**src/rtl/sl_pkg.sv**
```systemverilog
// rtl/sl_pkg.sv - shared SL line definitions: FSM states, {zeroes,ones} line codes, timing default
package sl_pkg;

  typedef enum logic [2:0] {
    IDLE,
    BIT_ACT,
    BIT_GAP,
    STOP_ACT,
    STOP_GAP
  } sl_state_e;

  localparam int SL_HALF_PERIOD = 16;

  // Line codes as {zeroes, ones}; both lines idle high.
  localparam logic [1:0] LINE_IDLE = 2'b11;
  localparam logic [1:0] LINE_ONE  = 2'b10;
  localparam logic [1:0] LINE_ZERO = 2'b01;
  localparam logic [1:0] LINE_STOP = 2'b00;

  // Lengths of 0 or above 32 mean a full 32-bit word.
  function automatic logic [5:0] eff_len(input logic [5:0] len);
    return (len == 6'd0 || len > 6'd32) ? 6'd32 : len;
  endfunction

  function automatic logic [31:0] len_mask(input logic [5:0] len);
    if (len >= 6'd32) return '1;
    return (32'd1 << len) - 32'd1;
  endfunction

  function automatic logic [1:0] bit_code(input logic b);
    return b ? LINE_ONE : LINE_ZERO;
  endfunction

endpackage

```
**src/rtl/sl_tx_bit_timer.sv**
```systemverilog
// rtl/sl_tx_bit_timer.sv - phase counter: reload on state change, count down, flag last and next-to-last cycle
module sl_tx_bit_timer
  import sl_pkg::*;
#(
  parameter int HALF_PERIOD = SL_HALF_PERIOD
) (
  input  logic clk,
  input  logic rst,
  input  logic load,
  input  logic en,
  output logic expire,
  output logic near
);

  localparam int CW = (HALF_PERIOD > 1) ? $clog2(HALF_PERIOD) : 1;

  logic [CW-1:0] cnt;

  always_ff @(posedge clk) begin
    if (rst) begin
      cnt <= '0;
    end else if (load) begin
      cnt <= CW'(HALF_PERIOD - 1);
    end else if (en && cnt != '0) begin
      cnt <= cnt - CW'(1);
    end
  end

  assign expire = en && (cnt == '0);
  // near lets the owner register a pulse that lands on the final cycle of a phase
  assign near   = en && (cnt == CW'(1));

endmodule

```
**src/rtl/sl_transmitter.sv**
```systemverilog
// rtl/sl_transmitter.sv - SL word transmitter; SL_TX_ERR_INJECT_EN adds tx_err_inj parity/length fault injection
module sl_transmitter
  import sl_pkg::*;
#(
  parameter int HALF_PERIOD = SL_HALF_PERIOD
) (
  input  logic        clk,
  input  logic        rst,
  input  logic        tx_valid,
  output logic        tx_ready,
  input  logic [31:0] tx_data,
  input  logic [5:0]  tx_len,
`ifdef SL_TX_ERR_INJECT_EN
  input  logic [1:0]  tx_err_inj,
`endif
  output logic        sl_zeroes_o,
  output logic        sl_ones_o,
  output logic        tx_busy,
  output logic        tx_done
);

  sl_state_e   state;
  logic [32:0] shreg;
  logic [5:0]  bits_left;
  logic [1:0]  line_q;

  logic        load;
  logic        expire;
  logic        near;
  logic [5:0]  len_eff;
  logic [5:0]  n_send;
  logic        parity;
  logic [32:0] frame;

  // Frame holds the data bits to send with the parity bit placed right above them.
  always_comb begin
    len_eff = eff_len(tx_len);
    parity  = ~^(tx_data & len_mask(len_eff));
    n_send  = len_eff;
`ifdef SL_TX_ERR_INJECT_EN
    if (tx_err_inj[1]) n_send = len_eff - 6'd1;
    if (tx_err_inj[0]) parity = ~parity;
`endif
    frame = {1'b0, tx_data & len_mask(n_send)} | ({32'd0, parity} << n_send);
  end

  assign load = (state == IDLE) ? (tx_valid && tx_ready) : expire;

  sl_tx_bit_timer #(
    .HALF_PERIOD (HALF_PERIOD)
  ) u_timer (
    .clk    (clk),
    .rst    (rst),
    .load   (load),
    .en     (state != IDLE),
    .expire (expire),
    .near   (near)
  );

  always_ff @(posedge clk) begin
    if (rst) begin
      state     <= IDLE;
      line_q    <= LINE_IDLE;
      tx_ready  <= 1'b1;
      tx_busy   <= 1'b0;
      tx_done   <= 1'b0;
      shreg     <= '0;
      bits_left <= '0;
    end else begin
      tx_done <= (state == STOP_GAP && near) ||
                 (HALF_PERIOD == 1 && state == STOP_ACT && expire);
      case (state)
        IDLE: begin
          if (tx_valid && tx_ready) begin
            shreg     <= frame;
            bits_left <= n_send + 6'd1;
            line_q    <= bit_code(frame[0]);
            tx_ready  <= 1'b0;
            tx_busy   <= 1'b1;
            state     <= BIT_ACT;
          end
        end
        BIT_ACT: begin
          if (expire) begin
            line_q    <= LINE_IDLE;
            bits_left <= bits_left - 6'd1;
            state     <= BIT_GAP;
          end
        end
        BIT_GAP: begin
          if (expire) begin
            if (bits_left != 6'd0) begin
              shreg  <= shreg >> 1;
              line_q <= bit_code(shreg[1]);
              state  <= BIT_ACT;
            end else begin
              line_q <= LINE_STOP;
              state  <= STOP_ACT;
            end
          end
        end
        STOP_ACT: begin
          if (expire) begin
            line_q <= LINE_IDLE;
            state  <= STOP_GAP;
          end
        end
        STOP_GAP: begin
          if (expire) begin
            tx_ready <= 1'b1;
            tx_busy  <= 1'b0;
            state    <= IDLE;
          end
        end
        default: begin
          line_q   <= LINE_IDLE;
          tx_ready <= 1'b1;
          tx_busy  <= 1'b0;
          state    <= IDLE;
        end
      endcase
    end
  end

  assign sl_zeroes_o = line_q[1];
  assign sl_ones_o   = line_q[0];

endmodule

```
**config.mk**
```make
export PLATFORM = sky130hd
export DESIGN_NAME = sl_transmitter
export DESIGN_NICKNAME = d
export VERILOG_FILES = /design/src/rtl/sl_pkg.sv /design/src/rtl/sl_tx_bit_timer.sv /design/src/rtl/sl_transmitter.sv
export SDC_FILE = /design/constraint.sdc
export NUM_CORES = 1
export LEC_CHECK = 0
export ABC_AREA = 1
export CORE_ASPECT_RATIO = 1.1
export CORE_MARGIN = 8
export CORE_UTILIZATION = 30
export CTS_CLUSTER_SIZE = 14
export DETAILED_ROUTE_END_ITERATION = 8
export GPL_ROUTABILITY_DRIVEN = 0
export GPL_TIMING_DRIVEN = 0
export PLACE_DENSITY = 0.48
export SLEW_MARGIN = 15
export SYNTH_ARGS = -nofsm -noshare
export SYNTH_HDL_FRONTEND = slang
export SYNTH_SLANG_ARGS = --single-unit
```
**constraint.sdc**
```tcl
create_clock -name clk -period 5.6 [get_ports clk]
set_clock_uncertainty 0.15 [all_clocks]
set_input_delay 1.68 -clock clk [delete_from_list [all_inputs] [get_ports clk]]
set_output_delay 1.68 -clock clk [all_outputs]
set_load 0.01 [all_outputs]
```
==> results of run 1 <==
==> routing by layer <==
layer  wire [um]  part of all wire  up-vias  global-route usage
met4         280             0.015        0             0.03749
met3         826             0.043       13             0.02388
met5           0                 0        -                   0
met2        8614              0.45      125              0.2762
met1        9400              0.49     2756              0.2420
li1            -                 -     3208                   -
==> cells in the final DEF (no fill, tap or decap), types with 6 or more instances in the layout <==
cell / n
nand2_4: 6
nand4_1: 7
inv_2: 24
nand3_4: 7
ha_1: 6
nor2_4: 17
nand2_2: 18
nand3_1: 94
a21oi_1: 56
o21ai_0: 16
inv_1: 81
nand2_1: 300
dfxtp_1: 50
clkbuf_1: 17
nor2_2: 14
o211ai_1: 9
clkdlybuf4s50_1: 38
buf_4: 20
nand3b_1: 6
nand3_2: 26
nor2_1: 147
==> power by group through the flow <==
stage | logic, mW | registers, mW | clock network (mW)
floorplan | 0.969 | 0.564 | 0
global placement | 1.33 | 0.578 | 0
detailed placement | 1.34 | 0.577 | 0
CTS | 1.35 | 0.571 | 0.361
global route | 1.59 | 0.589 | 0.378
finish | 1.41 | 0.573 | 0.354
==> cell usage after synthesis (3+ instances only) <==
cell        n
nand2_1   312
nor2_1    158
nand3_1   108
inv_1      83
a21oi_1    57
dfxtp_1    50
inv_2      23
o21ai_0    17
clkbuf_1   16
nand3_2    16
nand2_2    11
nor2_4     11
ha_1        9
nor2_2      9
o211ai_1    9
nand4_1     7
nand3b_1    6
nor3_1      6
xor2_1      5
buf_2       4
a31oi_1     3
nand3_4     3
xnor2_1     3
==> tightest hold or removal path: cells and delay by family, from the launching register on <==
| kind | cells | cell delay [ns] |
|---|---|---|
| DFF | 1 | 0.31 |
| and+or+nand+nor | 1 | 0.06 |
| AOI/OAI and AO/OA | 1 | 0.05 |
==> sequential cells by signal, indices dropped and copies added, names as in the netlist <==
signal	flops
bits_left	6
line_q	2
shreg	32
state	3
tx_busy	1
tx_done	1
tx_ready	1
u_timer.cnt	4
==> per-stage QoR <==
stage | cell area, sq um | hold WS (ns) | TNS [ns] | util | setup slack [ns]
floorplan | 5315 | 0.2950 | 0 | - | 0.5108
global placement | 6053 | 0.3053 | -33.10 | 0.3450 | -1.143
detailed placement | 6053 | 0.3053 | -35.08 | 0.3450 | -1.202
CTS | 6274 | 0.3163 | -0.02744 | 0.3575 | -0.01421
global route | 6591 | 0.3314 | 0 | 0.3756 | 0.006575
finish | 6591 | 0.3158 | 0 | 0.3756 | 0.2599
==> timing repair <==
| action | in CTS | in global routing |
|---|---|---|
| buffers inserted | 1 | 14 |
| pin swaps | 9 | 30 |
| setup endpoints to repair | 32 | 31 |
| gates cloned | 0 | 1 |
| gates resized for setup | 28 | 68 |
==> cell families after synthesis <==
group,count (synthesis),synth area share
xor+xnor,8,0.01318
other cells,1,0.0007055
compound gates,102,0.1123
flops,50,0.1883
fa+ha+maj,9,0.02119
simple gates,656,0.5631
buf+inv,135,0.09934
mux,1,0.001883
==> how the worst max path moves through the flow <==
stage	cells after the start	end	slack [ns]	from
detailed placement	36	shreg[19]	-1.20	tx_len[2]
floorplan	35	shreg[19]	0.51	tx_len[4]
global placement	36	shreg[19]	-1.14	tx_len[2]
CTS	36	shreg[19]	-0.01	tx_len[4]
finish	28	shreg[13]	0.26	tx_len[2]
global route	36	shreg[21]	0.007	tx_len[2]
==> cell type report <==
class,count,area [sq um],share of cell area
Buffer,24,102.6,0.01557
Clock buffer,6,128.9,0.01955
Timing Repair Buffer,59,530.5,0.08049
Sequential cell,50,1001,0.1519
Multi-Input combinational cell,778,4065,0.6167
Inverter,111,427.9,0.06492
Clock inverter,2,37.54,0.005695
Tap cell,238,297.8,0.04518
==> impl_metrics.json, run 1 <==
{
  "final_nets": 1079,
  "crit_family": "simple AND/OR/NAND/NOR gates",
  "vias_per_cell": 4.812,
  "drc_errors": 0,
  "cp.required_ns": 5.67,
  "totalWireLength_um": 19120,
  "grt.overflow.total": 0,
  "clk_latency_ns": 0.30,
  "max_slew_margin": 0.2573,
  "rsz0062_at_grt": "no",
  "synth-async-reset-ratio": 0,
  "vdd_drop_max_mv": 0.1925,
  "cpMostUsedCell": "nand2_1",
  "antennaDiodeCount": 0,
  "power_density_mw_per_mm2": 353.8,
  "r2r_start": "state[0]",
  "crit_type": "input pin to flop",
  "clockPowerShare": 0.152,
  "synth_top_area_cell": "nand2_1",
  "hold_end": "shreg[30]",
  "cts.sinks": 50,
  "cp_max_fo": 6,
  "cts_hold_buffers": 0,
  "initial_core_util": 0.3029,
  "yosysSeqAreaShare": 0.1883,
  "critPathMaxStageDelay_ns": 0.27,
  "min_from": "shreg[30]",
  "ys.flop_type": "dfxtp_1",
  "clock_tree.htree_level_count": 2,
  "netlist.area_leader.share": 0.2203,
  "grt_pass1_vias": 5623,
  "outcome": "finished clean",
  "cap_viol_max_count": 0,
  "r2r_cells": 13,
  "min_period_ns": 5.340,
  "cts_tree": "done",
  "internal-power_mw": 1.172,
  "die_h_um": 155.6,
  "leakage_nw": 3.227,
  "first_iter_violations": 370,
  "num_rows": 51,
  "grt_max_degree": 16,
  "fmax_ghz": 0.1873,
  "power_mw": 2.332,
  "hold_viol_final": 0,
  "hold_depth": 2,
  "dpl.hpwl_um": 15390,
  "firstDrtPassIters": 5,
  "combinationalPowerShare": 0.603,
  "grt_usage": 0.1736,
  "worst_pin_slew_ns": 1.110,
  "synthesis.area_sq_mm": 0.005315,
  "grt_pass1_wl_um": 30210,
  "clockRootBuffer": "clkbuf_16",
  "antenna_found_initial": 0,
  "wl_per_cell_um": 15.08,
  "p_sw_mw": 1.160,
  "coreArea_sq_mm": 0.01755,
  "clk_path_buf_depth": 2,
  "worst_ep_arrival_time_ns": 5.41,
  "reg2reg_slack_ns": 2.21,
  "avgSynthCellArea_sq_um": 5.525,
  "io_buffers": 44,
  "stdcell_count": 1268,
  "vias": 6102,
  "drv_slew": 0,
  "yosys-top-cells-area": "nand2_1 (22%), dfxtp_1 (19%), nor2_1 (11%), nand3_1 (10%), inv_1 (5.9%)",
  "path_buf_inv": 3,
  "worstSetupEndpointType": "flop",
  "period_share": 0.9536,
  "synthCells": 962,
  "hold_class": "flop to flop",
  "seq_power_share": 0.246,
  "syn2layout_area_growth_pct": 24.01,
  "synth-edff-count": 0,
  "ios": 46,
  "synth_seq_cells": 50,
  "postRouteAntennaNets": 0,
  "cts_made_buffers": 5,
  "clk_pin_slew_ns": 0.07,
  "r2r_end": "shreg[14]",
  "yosysUniqueCellTypes": 50,
  "netSwitchingFraction": 0.4973,
  "die_x_um": 142.9,
  "cpMaxStageDelayCell": "ha_1",
  "start_kind": "input pin",
  "setup_viol_count_final": 0,
  "synth_fp_nets": 1012,
  "die_area_sq_mm": 0.02224,
  "fill_cells": 2011,
  "placed_cells": 1244,
  "yosysWarnings": 0,
  "layout-drive-gt1-share": 0.1641
}
No activity file was read; power rests on OpenSTA's default activity.
==> inputs of run 2 (changes only) <==
CORE_MARGIN = unset   (was 8)
==> impl_metrics.json, run 2 (synthesized netlist as in run 1, its figures left out) <==
{
  "outcome": "finished clean",
  "cts_tree": "done",
  "period_share": 0.9529,
  "num_rows": 50,
  "clock_tree.htree_level_count": 2,
  "netSwitchingFraction": 0.5076,
  "worst_pin_slew_ns": 1.071,
  "wl_per_cell_um": 14.98,
  "largest_reg_flops": 32,
  "clk_latency_ns": 0.30,
  "multiInputGateArea_sq_mm": 0.004045,
  "grt.overflow.total": 0,
  "max_slew_margin": 0.2835,
  "cpMaxStageDelayCell": "ha_2",
  "r2r_start": "state[0]",
  "vias": 6085,
  "cp.required_ns": 5.67,
  "cts_made_buffers": 5,
  "firstDrtPassIters": 5,
  "hold_end": "shreg[26]",
  "vdd_drop_max_mv": 0.2206,
  "final_cell_area_sq_mm": 0.006514,
  "clockRootBuffer": "clkbuf_16",
  "syn2layout_area_growth_pct": 22.55,
  "die_h_um": 141.6,
  "layout-drive-gt1-share": 0.1628,
  "vias_per_cell": 4.829,
  "grt_max_degree": 16,
  "fmax_ghz": 0.1874,
  "cpMostUsedCell": "nand2_1",
  "antennaDiodeCount": 0,
  "r2r_end": "shreg[12]",
  "min_period_ns": 5.336,
  "cts_hold_buffers": 0,
  "clk_pin_slew_ns": 0.06,
  "power_density_mw_per_mm2": 350.1,
  "critPathMaxStageDelay_ns": 0.31,
  "drv_slew": 0,
  "drc_errors": 0,
  "io_buffers": 44,
  "coreArea_sq_mm": 0.01720,
  "setup_viol_count_final": 0,
  "die_x_um": 128.9,
  "hold_class": "flop to flop",
  "die_area_sq_mm": 0.01825,
  "fill_cells": 1965,
  "register_area_sq_mm": 0.001001,
  "final_nets": 1075,
  "cp_max_fo": 6,
  "postRouteAntennaNets": 0,
  "top_register": "shreg",
  "crit_type": "input pin to flop",
  "clockPowerShare": 0.134,
  "start_kind": "input pin",
  "min_from": "shreg[26]",
  "combinationalPowerShare": 0.616,
  "p_sw_mw": 1.158,
  "postLayoutCoreUtil": 0.3786,
  "internal-power_mw": 1.123,
  "hold_viol_final": 0,
  "initial_core_util": 0.3089,
  "cts.sinks": 50,
  "cap_viol_max_count": 0,
  "fin_ws_ns": 0.2638,
  "totalWireLength_um": 18870,
  "stdcell_count": 1260,
  "grt_pass1_vias": 5581,
  "placed_cells": 1240,
  "grt_usage": 0.2099,
  "hold_depth": 2,
  "place_ws_ns": -1.342,
  "clk_path_buf_depth": 2,
  "antenna_found_initial": 0,
  "grt_pass1_wl_um": 29400,
  "tns_ns": 0,
  "reg2reg_slack_ns": 2.20,
  "ios": 46,
  "first_iter_violations": 347,
  "final_common_cell": "nand2_1",
  "dpl.hpwl_um": 15080,
  "placed_area_sq_mm": 0.006048,
  "r2r_cells": 14,
  "worst_ep_arrival_time_ns": 5.41,
  "seq_power_share": 0.250,
  "leakage_nw": 3.197,
  "top_regs": "shreg (32), bits_left (6), u_timer.cnt (4)",
  "worstSetupEndpointType": "flop",
  "final_cell_mix": "nand2_1 (302), nor2_1 (147), nand3_1 (92)"
}
run 2: layer usage:
| metal | GRT usage | wire length [um] | vias to the layer above |
|---|---|---|---|
| li1 | - | - | 3191 |
| met1 | 0.2913 | 9317 | 2773 |
| met2 | 0.3485 | 8637 | 107 |
| met3 | 0.02640 | 659 | 14 |
| met4 | 0.03777 | 259 | 0 |
| met5 | 0 | 0 | - |
run 2: critical path, delay by kind of cell:
family	cells	cell delay (ns)
buffers and inverters	5	0.40
AOI/OAI and AO/OA	2	0.33
adders and majority gates	2	0.44
and+or+nand+nor	27	2.54
run 2: how the worst max path moves through the flow:
| stage | from | endpoint | cells past startpoint |
|---|---|---|---|
| after global placement | tx_len[2] | shreg[19] | 36 |
| after global routing | tx_len[5] | shreg[13] | 31 |
| final | tx_len[1] | shreg[13] | 36 |
| after CTS | tx_len[4] | shreg[4] | 34 |
| after floorplan | tx_len[4] | shreg[19] | 35 |
| after detailed placement | tx_len[2] | shreg[23] | 35 |
run 2: cell type report:
| type | count | area share |
|---|---|---|
| Multi-Input combinational cell | 778 | 0.6210 |
| Clock buffer | 6 | 0.01978 |
| Sequential cell | 50 | 0.1537 |
| Tap cell | 234 | 0.04495 |
| Clock inverter | 2 | 0.002113 |
| Timing Repair Buffer | 55 | 0.07741 |
| Inverter | 111 | 0.06531 |
| Buffer | 24 | 0.01575 |
run 2: power by group through the flow:
stage          Clock (mW)  Combinational, mW  Sequential (mW)
5_1_grt             0.328               1.59            0.587
2_1_floorplan           0              0.969            0.564
6_report            0.305               1.41            0.571
3_3_place_gp            0               1.34            0.577
3_5_place_dp            0               1.34            0.576
4_1_cts             0.313               1.38            0.569
run 2: stage by stage:
stage	hold WS, ns	power [mW]
detailed placement	0.3030	1.917
global route	0.3303	2.505
global placement	0.3047	1.919
CTS	0.3177	2.258
floorplan	0.2950	1.533
finish	0.3171	2.280
run 2: timing repair:
item                                    CTS  global route
pin swaps                                12            26
setup buffers                             4             7
endpoints found under the setup margin   32            31
gates resized for setup                  34            58
endpoints found under the hold margin     0             0
cloned                                    0             1
==> inputs of run 3 (changes only) <==
CTS_BUF_LIST = sky130_fd_sc_hd__clkbuf_8 sky130_fd_sc_hd__clkbuf_16   (was unset)
==> impl_metrics.json, run 3 (synthesized netlist as in run 1, its figures left out) <==
{
  "grt.overflow.total": 0,
  "vias": 6086,
  "hold_depth": 2,
  "num_rows": 50,
  "cpMostUsedCell": "nand2_1",
  "postRouteAntennaNets": 0,
  "grt_pass1_wl_um": 29400,
  "worst_ep_arrival_time_ns": 5.41,
  "top_regs": "shreg (32), bits_left (6), u_timer.cnt (4)",
  "clockRootBuffer": "clkbuf_16",
  "drc_errors": 0,
  "postLayoutCoreUtil": 0.3786,
  "crit_type": "input pin to flop",
  "power_density_mw_per_mm2": 349.8,
  "fmax_ghz": 0.1874,
  "vdd_drop_max_mv": 0.2188,
  "layout-drive-gt1-share": 0.1628,
  "critPathMaxStageDelay_ns": 0.31,
  "crit_family": "simple AND/OR/NAND/NOR gates",
  "cp_max_fo": 6,
  "hold_class": "flop to flop",
  "grt_pass1_vias": 5581,
  "r2r_start": "state[0]",
  "reg2reg_slack_ns": 2.19,
  "power_mw": 2.278,
  "syn2layout_area_growth_pct": 22.55,
  "drv_slew": 0,
  "coreArea_sq_mm": 0.01720,
  "placed_cells": 1240,
  "cts_tree": "done",
  "cp.required_ns": 5.67,
  "clk_path_buf_depth": 2,
  "first_iter_violations": 347,
  "firstDrtPassIters": 5,
  "worst_hold_slack_ns": 0.3171,
  "cts_made_buffers": 5,
  "wl_per_cell_um": 14.98,
  "min_from": "shreg[26]",
  "cap_viol_max_count": 0,
  "cpMaxStageDelayCell": "ha_2",
  "stdcell_count": 1260,
  "vias_per_cell": 4.830,
  "max_slew_margin": 0.2834,
  "worst_pin_slew_ns": 1.071,
  "hold_viol_final": 0,
  "final_cell_mix": "nand2_1 (302), nor2_1 (147), nand3_1 (92)",
  "r2r_end": "shreg[12]",
  "min_period_ns": 5.336,
  "initial_core_util": 0.3089,
  "outcome": "finished clean",
  "die_area_sq_mm": 0.01825,
  "antenna_found_initial": 0,
  "grt_max_degree": 16,
  "grt_usage": 0.2099,
  "clk_pin_slew_ns": 0.06,
  "period_share": 0.9529,
  "clock_tree.htree_level_count": 2,
  "clk_latency_ns": 0.30,
  "path_buf_inv": 5,
  "final_common_cell": "nand2_1",
  "antennaDiodeCount": 0,
  "die_h_um": 141.6,
  "tns_ns": 0,
  "die_x_um": 128.9,
  "top_register": "shreg",
  "cts.sinks": 50,
  "io_buffers": 44,
  "leakage_nw": 3.202,
  "r2r_cells": 14,
  "hold_end": "shreg[26]",
  "totalWireLength_um": 18880,
  "final_nets": 1075,
  "largest_reg_flops": 32,
  "dpl.hpwl_um": 15080,
  "setup_viol_count_final": 0,
  "worstSetupEndpointType": "flop",
  "start_kind": "input pin",
  "ios": 46
}
[run 3: changes by cell type in the layout (fill, tap and decap cells not counted), sizes merged]
cell	delta
clkbuf	-1
inv	+1
[run 3: worst reg2reg max path, stage by stage (launching register included)]
cell      delay [ns]
dfxtp_1         0.34
nor2_1          0.13
inv_1           0.11
nor2_1          0.82
inv_1           0.22
or2_2           0.33
nand2_1         0.08
inv_1           0.05
nand2_1         0.11
nor2_1          0.08
inv_2           0.13
clkbuf_1        0.45
nor2_1          0.08
nand2_1         0.11
a21oi_1         0.07
[run 3: report_power, final]
part	internal [mW]	switching, mW
logic	0.465	0.940
registers	0.492	0.0787
clock network	0.164	0.138
[run 3: timing repair]
| item | CTS | global route |
|---|---|---|
| setup buffers | 4 | 7 |
| gates resized for setup | 34 | 58 |
| setup endpoints to repair | 32 | 31 |
| pin swaps | 12 | 26 |
| hold buffers | 0 | 0 |
| hold endpoints to repair | 0 | 0 |
| cloned | 0 | 1 |
[run 3: worst max path at each step]
stage	from	slack, ns	end	cells past startpoint
after detailed placement	tx_len[2]	-1.34	shreg[23]	35
final	tx_len[1]	0.26	shreg[13]	36
after CTS	tx_len[4]	0.01	shreg[4]	34
after global placement	tx_len[2]	-1.31	shreg[19]	36
after global routing	tx_len[5]	-0.01	shreg[13]	31
after floorplan	tx_len[4]	0.51	shreg[19]	35
[run 3: layout make-up]
cell class / count / area, sq um
flip-flops and latches: 50 / 1001
inverters: 111 / 425.4
well taps: 234 / 292.8
repair buffers: 55 / 504.2
plain buffers: 24 / 102.6
clock buffers: 5 / 125.1
multi-input cells: 778 / 4045
clock inverters: 3 / 17.52
fillers: 1965 / 10690
[run 3: metal layers]
metal,GRT usage,vias to the layer above,wire (um)
li1,-,3191,-
met1,0.2913,2775,9326
met2,0.3485,106,8637
met3,0.02640,14,658
met4,0.03777,0,259
met5,0,-,0
[run 3: stage by stage]
| stage | worst slack (ns) | cell area, sq um |
|---|---|---|
| after CTS | 0.009837 | 6287 |
| after global routing | -0.01459 | 6514 |
| after global placement | -1.309 | 6048 |
| after floorplan | 0.5108 | 5315 |
| after detailed placement | -1.342 | 6048 |
| final | 0.2639 | 6514 |
